==> config.mk <==
export PLATFORM = sky130hd
export DESIGN_NAME = reset_sequencer
export DESIGN_NICKNAME = d
export VERILOG_FILES = /design/src/rtl/reset_sequencer_pkg.sv /design/src/rtl/sync_bit.sv /design/src/rtl/reset_sequencer.sv
export SDC_FILE = /design/constraint.sdc
export NUM_CORES = 1
export LEC_CHECK = 0
export ABC_AREA = 0
export ABC_CLOCK_PERIOD_IN_PS = 1690
export CORE_ASPECT_RATIO = 1.5
export CORE_UTILIZATION = 54
export CTS_CLUSTER_DIAMETER = 30
export DETAILED_ROUTE_END_ITERATION = 16
export MAX_ROUTING_LAYER = met4
export PLACE_DENSITY_LB_ADDON = 0.15
export SLEW_MARGIN = 20
export SYNTH_ARGS = -nofsm -noshare
export SYNTH_HDL_FRONTEND = slang
export SYNTH_SLANG_ARGS = --single-unit
==> constraint.sdc <==
create_clock -name i_clk_mhz -period 1.69 [get_ports i_clk_mhz]
set_input_delay 0.169 -clock i_clk_mhz [delete_from_list [all_inputs] [get_ports i_clk_mhz]]
set_output_delay 0.169 -clock i_clk_mhz [all_outputs]
set_load 0.01 [all_outputs]
==> src/rtl/reset_sequencer_pkg.sv <==
// Shared types and helpers for the reset sequencer.
package reset_sequencer_pkg;

   typedef enum logic [1:0] {
      ST_RESET     = 2'd0,
      ST_WAIT_LOCK = 2'd1,
      ST_HOLD      = 2'd2,
      ST_RUN       = 2'd3
   } t_rst_seq_state;

   // Counter width able to hold 0..n-1, never narrower than one bit.
   function automatic int unsigned f_cnt_width(input int unsigned n);
      return (n <= 2) ? 1 : $clog2(n);
   endfunction

endpackage

==> src/rtl/sync_bit.sv <==
// N-stage single-bit synchronizer, async active-low reset to 0.
module sync_bit #(
   parameter int unsigned par_stages = 2
) (
   input  logic clk,
   input  logic rst_n,
   input  logic d,
   output logic q
);

   logic [par_stages-1:0] chain;

   // Shift the asynchronous input through the flop chain.
   always_ff @(posedge clk or negedge rst_n) begin
      if (!rst_n) begin
         chain <= '0;
      end else begin
         chain <= {chain[par_stages-2:0], d};
      end
   end

   assign q = chain[par_stages-1];

endmodule

==> src/rtl/reset_sequencer.sv <==
// Sequences the downstream synchronous reset from board reset and MMCM lock.
module reset_sequencer
   import reset_sequencer_pkg::*;
#(
   parameter int unsigned par_sync_stages        = 2,
   parameter int unsigned par_lock_stable_cycles = 1024,
   parameter int unsigned par_hold_cycles        = 16,
   parameter int unsigned par_cnt_width          = 8
) (
   input  logic                     i_clk_mhz,
   input  logic                     i_rstn_mhz,
   input  logic                     i_locked,
   input  logic                     i_sw_rst_req,
   output logic                     o_rst_mhz,
   output logic                     o_rst_done,
   output logic [par_cnt_width-1:0] o_lock_lost_cnt
);

   localparam int unsigned STABLE_W = f_cnt_width(par_lock_stable_cycles);
   localparam int unsigned HOLD_W   = f_cnt_width(par_hold_cycles);
   localparam logic [STABLE_W-1:0]      STABLE_LAST = STABLE_W'(par_lock_stable_cycles - 1);
   localparam logic [HOLD_W-1:0]        HOLD_LAST   = HOLD_W'(par_hold_cycles - 1);
   localparam logic [par_cnt_width-1:0] CNT_MAX     = '1;

   logic [par_sync_stages-1:0] rel_chain;
   logic                       s_rst_int;
   logic                       s_locked;

   t_rst_seq_state             state;
   t_rst_seq_state             state_nxt;
   logic [STABLE_W-1:0]        stable_cnt;
   logic [STABLE_W-1:0]        stable_nxt;
   logic [HOLD_W-1:0]          hold_cnt;
   logic [HOLD_W-1:0]          hold_nxt;
   logic [par_cnt_width-1:0]   lost_nxt;
   logic                       rst_nxt;
   logic                       done_nxt;

   // Reset-release chain: asserts at once, releases after par_sync_stages edges.
   always_ff @(posedge i_clk_mhz or negedge i_rstn_mhz) begin
      if (!i_rstn_mhz) begin
         rel_chain <= '0;
      end else begin
         rel_chain <= {rel_chain[par_sync_stages-2:0], 1'b1};
      end
   end

   assign s_rst_int = ~rel_chain[par_sync_stages-1];

   // Bring the MMCM lock into the local clock domain.
   sync_bit #(
      .par_stages (par_sync_stages)
   ) u_lock_sync (
      .clk   (i_clk_mhz),
      .rst_n (i_rstn_mhz),
      .d     (i_locked),
      .q     (s_locked)
   );

   // State, counters and registered outputs; o_rst_mhz is async-set.
   always_ff @(posedge i_clk_mhz or negedge i_rstn_mhz) begin
      if (!i_rstn_mhz) begin
         state           <= ST_RESET;
         stable_cnt      <= '0;
         hold_cnt        <= '0;
         o_lock_lost_cnt <= '0;
         o_rst_mhz       <= 1'b1;
         o_rst_done      <= 1'b0;
      end else begin
         state           <= state_nxt;
         stable_cnt      <= stable_nxt;
         hold_cnt        <= hold_nxt;
         o_lock_lost_cnt <= lost_nxt;
         o_rst_mhz       <= rst_nxt;
         o_rst_done      <= done_nxt;
      end
   end

   // Next-state, counter and output decode.
   always_comb begin
      state_nxt  = state;
      stable_nxt = stable_cnt;
      hold_nxt   = hold_cnt;
      lost_nxt   = o_lock_lost_cnt;

      if (s_rst_int) begin
         state_nxt  = ST_RESET;
         stable_nxt = '0;
         hold_nxt   = '0;
      end else begin
         unique case (state)
            ST_RESET: begin
               state_nxt  = ST_WAIT_LOCK;
               stable_nxt = '0;
               hold_nxt   = '0;
            end
            ST_WAIT_LOCK: begin
               hold_nxt = '0;
               if (!s_locked) begin
                  stable_nxt = '0;
               end else if (stable_cnt == STABLE_LAST) begin
                  stable_nxt = '0;
                  state_nxt  = ST_HOLD;
               end else begin
                  stable_nxt = stable_cnt + STABLE_W'(1);
               end
            end
            ST_HOLD: begin
               stable_nxt = '0;
               if (!s_locked) begin
                  hold_nxt  = '0;
                  state_nxt = ST_WAIT_LOCK;
               end else if (hold_cnt == HOLD_LAST) begin
                  hold_nxt  = '0;
                  state_nxt = ST_RUN;
               end else begin
                  hold_nxt = hold_cnt + HOLD_W'(1);
               end
            end
            ST_RUN: begin
               stable_nxt = '0;
               hold_nxt   = '0;
               if (!s_locked) begin
                  state_nxt = ST_WAIT_LOCK;
                  if (o_lock_lost_cnt != CNT_MAX) begin
                     lost_nxt = o_lock_lost_cnt + par_cnt_width'(1);
                  end
               end else if (i_sw_rst_req) begin
                  state_nxt = ST_HOLD;
               end
            end
            default: begin
               state_nxt  = ST_RESET;
               stable_nxt = '0;
               hold_nxt   = '0;
            end
         endcase
      end

      rst_nxt  = (state_nxt != ST_RUN);
      done_nxt = (state_nxt == ST_RUN) && (state != ST_RUN);
   end

endmodule
# ---- Word level (Yosys, flattened, before mapping)
# Cells that the tools add are included.
dict set report word_totals {
  register_bits 30
  in_bits 4
  output_inout_bits 10
  word_cells 42
}
dict set report op_classes {
  n_addsub 3
  eq_ne 9
  muxes 16
  bitwise_logic 1
  n_reduce_logical 5
}
# operator n
set ops {}
lappend ops {{10-bit two-way mux} 3}
lappend ops {{10-bit one-hot mux with 2 select lines} 1}
lappend ops {{2-bit two-way mux} 7}
lappend ops {{4-bit two-way mux} 3}
lappend ops {{10-bit by 1-bit adder with 10-bit output (second input constant)} 1}
lappend ops {{10-bit equality test (second input constant)} 1}
lappend ops {{8-bit by 1-bit adder with 8-bit output (second input constant)} 1}
lappend ops {{8-bit != test (second input constant)} 1}
lappend ops {{2-bit one-hot mux with 4 select lines} 1}
lappend ops {{4-bit one-hot mux with 2 select lines} 1}
lappend ops {{2-bit equality test (second input constant)} 3}
lappend ops {{3-bit OR reduction} 2}
lappend ops {{4-bit by 1-bit adder with 4-bit output (second input constant)} 1}
lappend ops {{4-bit equality test (second input constant)} 1}
lappend ops {{2-bit != test (second input constant)} 2}
lappend ops {{4-bit AND reduction} 1}
lappend ops {{2-bit by 1-bit equality test with 1-bit output (second input constant)} 1}
lappend ops {{2-bit logical NOT} 1}
lappend ops {{1-bit logical AND} 1}
lappend ops {{1-bit NOT} 1}

# ---- Depth between registers and ports, before layout
# Gate-level depths: netlist (run 1).
dict set report depth {
  word_depth 7
  ltp_mapped 5
  ltp_nobuf 5
}

# ---- Modules after synthesis
# From an unflattened synthesis (run 1), not the netlist that was laid out.
dict set report hier_totals {
  hier_cells 118
  area_unflattened_um2 1395.1
}
# module instances cells_per_inst area_per_inst_um2 seq_area_each_um2
set modules_own_cells {}
lappend modules_own_cells {reset_sequencer 1 116 1345.0 701.9}
lappend modules_own_cells {sync_bit 1 2 50.0 50.0}

# ---- Least setup slack after synthesis (run 1)
# Ideal clock, no wire load.
dict set report synth_timing {
  kind {register -> register}
  startpoint {reg u_lock_sync.chain[1]}
  endpoint {reg o_lock_lost_cnt[6]}
  setup_ps 125
  t_arrival_ps 1395
  t_required_ps 1565
  path_slack_ps 170
  path_stages_with_launch 5
  path_buffers 0
  synth_period_minus_slack_ps 1520
  cell_sequence {dfrtp_1 -> and4b_1 -> and3_4 -> and4_4 -> mux2_4}
}
dict set report synth_between {
  elab_chain_len 2
}
# item line_no
set synth_lines {}
lappend synth_lines {{start, declared} sync_bit.sv:11} ;# logic [par_stages-1:0] chain;
lappend synth_lines {{start signal, assigned} sync_bit.sv:18} ;# chain <= {chain[par_stages-2:0], d};
lappend synth_lines {{1-bit NOT (no source line)} -}
lappend synth_lines {{4-bit AND reduction (no source line)} -}
lappend synth_lines {{end signal, assigned} reset_sequencer.sv:73} ;# o_lock_lost_cnt <= lost_nxt;
lappend synth_lines {{end, declared} reset_sequencer.sv:16} ;# output logic [par_cnt_width-1:0] o_lock_lost_cnt
# Every way passes these cells.
# A chain may end at the register's enable or synchronous reset.

# ---- Worst setup path in the final report (run 1)
dict set report layout_timing {
  startpoint {reg state[1]}
  endpoint {reg o_lock_lost_cnt[6]}
}
dict set report layout_between {
  elab_chain_len 2
}
# item line_no
set layout_lines {}
lappend layout_lines {{start, declared} reset_sequencer.sv:29} ;# t_rst_seq_state state;
lappend layout_lines {{start signal, assigned} reset_sequencer.sv:70} ;# state <= state_nxt;
lappend layout_lines {{2-bit equality test} reset_sequencer.sv:91} ;# unique case (state)
lappend layout_lines {{4-bit AND reduction (no source line)} -}
# Every way passes these cells.

==> metrics, run 1 <==
DRT antenna net count 0; synthesis-to-finish area growth 22.23%; initial antenna violation count 0; number of buffers created by CTS 5; Clk Latency, worst-skew pair 0.33 ns; ANT cells 0; Hold WC Path Type in -> async; P_sw 257.6 uW; sequential power share 54.0%; Post-synth EDFFs 0; Post-Syn Area 1323 um2; Worst setup EP type register; fmax 0.6305 GHz; area of the core region 2286 um2; RSZ-0062 raised after global routing no; number of port buffers 13; CP delay by family, top simple AND/OR/NAND/NOR gates; routed wire length 2.432 mm; Worst setup SP type register; Fin. Hold Viols 0; most frequent cells in the layout dfrtp_1, nor2_1, clkdlybuf4s50_1; Most used DFF post-synth dfrtp_1; crit path cell chain and4b_1 -> and3_4 -> and4_4 -> mux2_4; Unique masters post-synth 33; internal power 1093 uW; Clock Sinks 30; CTS clk-pin slew, worst paths 0.09 ns; Die ar. between 2000 and 3000 um2; share of layout cells above drive strength 1 16.22%; Power Dens Cells 835.8 nW/um2; drt drc 0; vias in the first global route 1045; aggregate global routing overflow 0; I/O pin count 14; cts hold-fix bufs 0; post-route cell area 1617 um2; CP Max Fanout 6; MaxCap Viol Count 0; R2R setup slack about 0.10 ns; Die X about 42 um; total power draw 1351 uW; GRT Util Overall 22.09%; CTS tree built; register bit count reported by yosys 30; Initial Util 57.85%; Mapped Cells about 120; Finished Core Util between 70% and 80%; Gate power share 2.9%; routed len/inst about 14 um; Setup violations, final 0; ys async rst share between 90% and 100%; Seq/Total Area, Yosys 56.86%; Ys Warns 0; maximum buffer depth of the clock tree 2; Largest stage delay, worst path 0.45 ns; switching share of power a little under a fifth; H-Tree Depth 2; RePlAce Congestion 0.7802; Avg Synthesized Cell Area 10.93 um2; WP buf/inv 0; Non-Filler Instances 171; Final Max Slew Viols 0; syn nets 128; drt via density approximately 6; clock skew 0.01364 ns; dpl hpwl 1.768 mm; Iteration-0 DRC Markers 54; placed cell areas 1526 um2; status finished, final reports clean; root buf cell clkbuf_4; WS Path Type reg -> reg; Clock Power Share 43.1%; Pre-Repair DR Iteration Count 4; Die H ~63 um; Tcrit/Tclk final 93.85%; Post-CTS Setup Inserts 0; Worst EP arrival 1.80 ns; layout net count approximately 150; Final Critical Period about 1.6 ns; Setup TNS Final 0 ns; Via Count just over 1000; most common cell after layout, fill and taps aside dfrtp_1; largest net degree at the start of global routing 31; Post-Place Cells 163; Leakage Power 0.0007108 uW; Crit-path slowest cell dfrtp_1; post-cts resize count 0; Worst Path Required roughly 1.9 ns; maximum VDD drop 0.0006453 V; first-pass GRT wire length roughly 4.3 mm; num rows 21
-- Yosys cell counts (3+ instances only) --
library cell / n / area (um2)
ha_1: 3 / 37.54
nand3_1: 5 / 25.02
a31oi_1: 3 / 18.77
xnor2_1: 6 / 52.55
nand4_1: 5 / 31.28
nor2_1: 17 / 63.81
inv_1: 6 / 22.52
nand2_1: 6 / 22.52
dfrtp_1: 29 / 725.7
o21ai_0: 5 / 25.02
a21oi_1: 6 / 30.03
-- power by group through the flow --
stage	Combinational, uW	Sequential [uW]	Clock (uW)
after floorplan	8.74	744	0
after global placement	38.5	744	0
after detailed placement	40.2	744	0
after CTS	40.6	730	599
after global routing	44.3	731	626
final	39.2	730	582
-- per-stage QoR --
| stage | hold slack, ns | worst slack (ns) |
|---|---|---|
| floorplan | -0.1266 | 0.1696 |
| global placement | 0.3354 | 0.1470 |
| detailed placement | 0.3373 | 0.1139 |
| CTS | 0.2524 | 0.09373 |
| global route | 0.2616 | 0.05908 |
| finish | 0.2336 | 0.1040 |
-- path summary, 6_finish.rpt --
path                                                     start                              to  cells past startpoint
worst max register to register              state[1]$_DFF_PN0_  o_lock_lost_cnt[6]$_DFFE_PN0P_                      4
worst min register to register  u_lock_sync.chain[0]$_DFF_PN0_  u_lock_sync.chain[1]$_DFF_PN0_                      0
worst min-delay path                                i_rstn_mhz  o_lock_lost_cnt[4]$_DFFE_PN0P_                      2
worst max-delay path                        state[1]$_DFF_PN0_  o_lock_lost_cnt[6]$_DFFE_PN0P_                      4
min in group i_clk_mhz                                i_locked  u_lock_sync.chain[0]$_DFF_PN0_                      1
max in group asynchronous                           i_rstn_mhz             o_rst_mhz$_DFF_PN1_                      2
-- routing by layer --
layer  routed length, um  GRT usage, %  vias up
met2                1361         38.46       31
met3                  99         6.069        9
met5                   0             -        -
li1                    -             -      476
met1                 917         22.66      514
met4                  55         9.375        0
-- flip-flops by register name, indices dropped and copies added, names as in the netlist --
register,flops
rel_chain,2
o_rst_done,1
hold_cnt,4
o_rst_mhz,1
u_lock_sync.chain,2
state,2
o_lock_lost_cnt,8
stable_cnt,10
-- layout make-up --
type,count,area (um2)
multi-input combinational,85,553.0
fill,177,669.4
timing repair buffer,19,175.2
sequential,30,752.0
tap,23,28.78
inverter,6,22.52
clock inverter,1,30.03
clock buffer,7,55.05
-- kinds of logic after synthesis --
kind of cell	after synthesis	share of synthesized area, %
simple gates	49	19.96
flops	30	56.86
compound gates	19	8.704
xor+xnor	8	5.298
buf+inv	6	1.703
mux	5	4.352
fa+ha+maj	3	2.839
other cells	1	0.2835
Power figures use the tool's default switching activity.
==> run 2, diff against run 1 <==
ABC_CLOCK_PERIOD_IN_PS = not set   (was 1690)
==> results of run 2 <==
Same layout as run 1: the final DEF is identical, and so are final timing and power.
==> run 3, diff against run 2 <==
PLACE_DENSITY = 0.86   (was not set)
PLACE_DENSITY_LB_ADDON = not set   (was 0.15)
==> run 3 against run 2 <==
Net effect:
- clock-buffer cell count is the same
- combinational power decreased by 6.6%
- power decreased by 3.0%
- die area unchanged
- largest power group unchanged
==> metrics, run 3 (synthesized netlist as in run 1, its figures left out) <==
Worst setup SP type register; share of layout cells above drive strength 1 14.29% (-1.9 points); Fin. Hold Viols 0 (unchanged); Crit-path slowest cell dfrtp_1; GRT Util Overall 22.49% (+0.40 points); Clk Latency, worst-skew pair 0.32 ns (about the same); status finished, final reports clean; Setup violations, final 0 (unchanged); reg2reg path depth 4 (unchanged); post-cts resize count 0 (unchanged); Hold WC Path Type in -> async; MaxCap Viol Count 0 (unchanged); routed len/inst 14.12 um (-0.69%); maximum VDD drop 0.0004960 V (-23%); Power Dens Cells 822.0 nW/um2 (-1.6%); DRT antenna net count 0 (unchanged); most common cell after layout, fill and taps aside dfrtp_1; number of port buffers 13 (unchanged); Worst Path Required 1.90 ns (about the same); CTS tree built; drt drc 0 (unchanged); Final Critical Period 1.566 ns (-0.01978 ns); max FFs per register 10 (unchanged); Iteration-0 DRC Markers 27 (-50%); Pre-Repair DR Iteration Count 4 (unchanged); CTS clk-pin slew, worst paths 0.09 ns (about the same); vias in the first global route 1087 (+4.0%); fmax 0.6385 GHz (+1.3%); CP Max Fanout 6 (unchanged); Final Max Slew Viols 0 (unchanged); clock skew 0.01014 ns (-0.003497 ns); area of the core region 2286 um2 (unchanged); Clock Sinks 30 (unchanged); Die H 62.61 um (unchanged); I/O pin count 14 (unchanged); Worst path depth 4 (unchanged); dpl hpwl 1.802 mm (+1.9%); H-Tree Depth 2 (unchanged); Setup TNS Final 0 ns (unchanged); crit path cell chain and4b_1 -> and3_4 -> and4_4 -> mux2_4; Die X 42.41 um (unchanged); Via Count 985 (-4.4%); fill cell count 174 (-1.7%); most flop-heavy register stable_cnt; Post-Place Cells 162 (-0.61%); drt via density 5.794 (-3.8%); WS Path Type reg -> reg; Non-Filler Instances 170 (-0.58%); Largest stage delay, worst path 0.44 ns (about the same); initial antenna violation count 0 (unchanged); Die ar. 2655 um2 (unchanged); ANT cells 0 (unchanged); RePlAce Congestion 0.7782 (-0.26%); CP delay by family, top simple AND/OR/NAND/NOR gates; number of buffers created by CTS 5 (unchanged); Initial Util 57.85% (unchanged); Worst EP arrival 1.78 ns (-0.02 ns); Leakage Power 0.0006982 uW (-1.8%); most frequent cells in the layout dfrtp_1, nor2_1, clkdlybuf4s50_1; first-pass GRT wire length 4.498 mm (+4.3%); Worst setup EP type register; WP buf/inv 0 (unchanged); maximum buffer depth of the clock tree 2 (unchanged); routed wire length 2.401 mm (-1.3%); cts hold-fix bufs 0 (unchanged); root buf cell clkbuf_4; largest net degree at the start of global routing 31 (unchanged); largest registers stable_cnt (10), o_lock_lost_cnt (8), hold_cnt (4); layout net count 153 (-0.65%); synthesis-to-finish area growth 20.53%; RSZ-0062 raised after global routing no; R2R setup slack 0.12 ns (+0.02 ns); Tcrit/Tclk final 92.67% (-1.2 points); aggregate global routing overflow 0 (unchanged); num rows 21 (unchanged); Post-CTS Setup Inserts 0 (unchanged)
==> run 3: report_power, final <==
group	internal, uW	switching, uW	total, uW
clock network	314	229	543
registers	725	6.11	731
logic	14.6	22.0	36.6
total	1050	257	1310
==> run 3: routing by layer <==
layer / vias up / global-route usage [%] / wire, um
met3: 5 / 3.757 / 79
met1: 470 / 21.79 / 925
met5: - / - / 0
met4: 0 / 11.33 / 33
li1: 477 / - / -
met2: 33 / 41.15 / 1361
==> run 3: cell type report <==
class                           count  area (um2)  area share [%]
Clock buffer                        7       45.04           2.826
Clock inverter                      1       30.03           1.884
Inverter                            6       22.52           1.413
Multi-Input combinational cell     85       548.0           34.38
Tap cell                           23       28.78           1.805
Sequential cell                    30       752.0           47.17
Timing Repair Buffer               18       167.7           10.52
==> run 3: final timing paths <==
kind,start,to
max reg2reg,state[1]$_DFF_PN0_,o_lock_lost_cnt[6]$_DFFE_PN0P_
max in group asynchronous,i_rstn_mhz,o_rst_mhz$_DFF_PN1_
min,i_rstn_mhz,stable_cnt[0]$_DFF_PN0_
min in group i_clk_mhz,i_locked,u_lock_sync.chain[0]$_DFF_PN0_
max,state[1]$_DFF_PN0_,o_lock_lost_cnt[6]$_DFFE_PN0P_
min reg2reg,rel_chain[0]$_DFF_PN0_,rel_chain[1]$_DFF_PN0_
==> run 3: through the flow <==
stage               setup slack, ns  total power [uW]  utilization (%)  area, um2  hold slack, ns
floorplan                    0.1696             753.0                -       1323         -0.1266
global placement             0.1870             779.9            66.45       1519          0.3322
detailed placement           0.1646             782.2            66.45       1519          0.3420
CTS                          0.1360              1328            69.73       1594          0.2313
global route                0.06524              1372            69.73       1594          0.2433
finish                       0.1238              1310            69.73       1594          0.2245
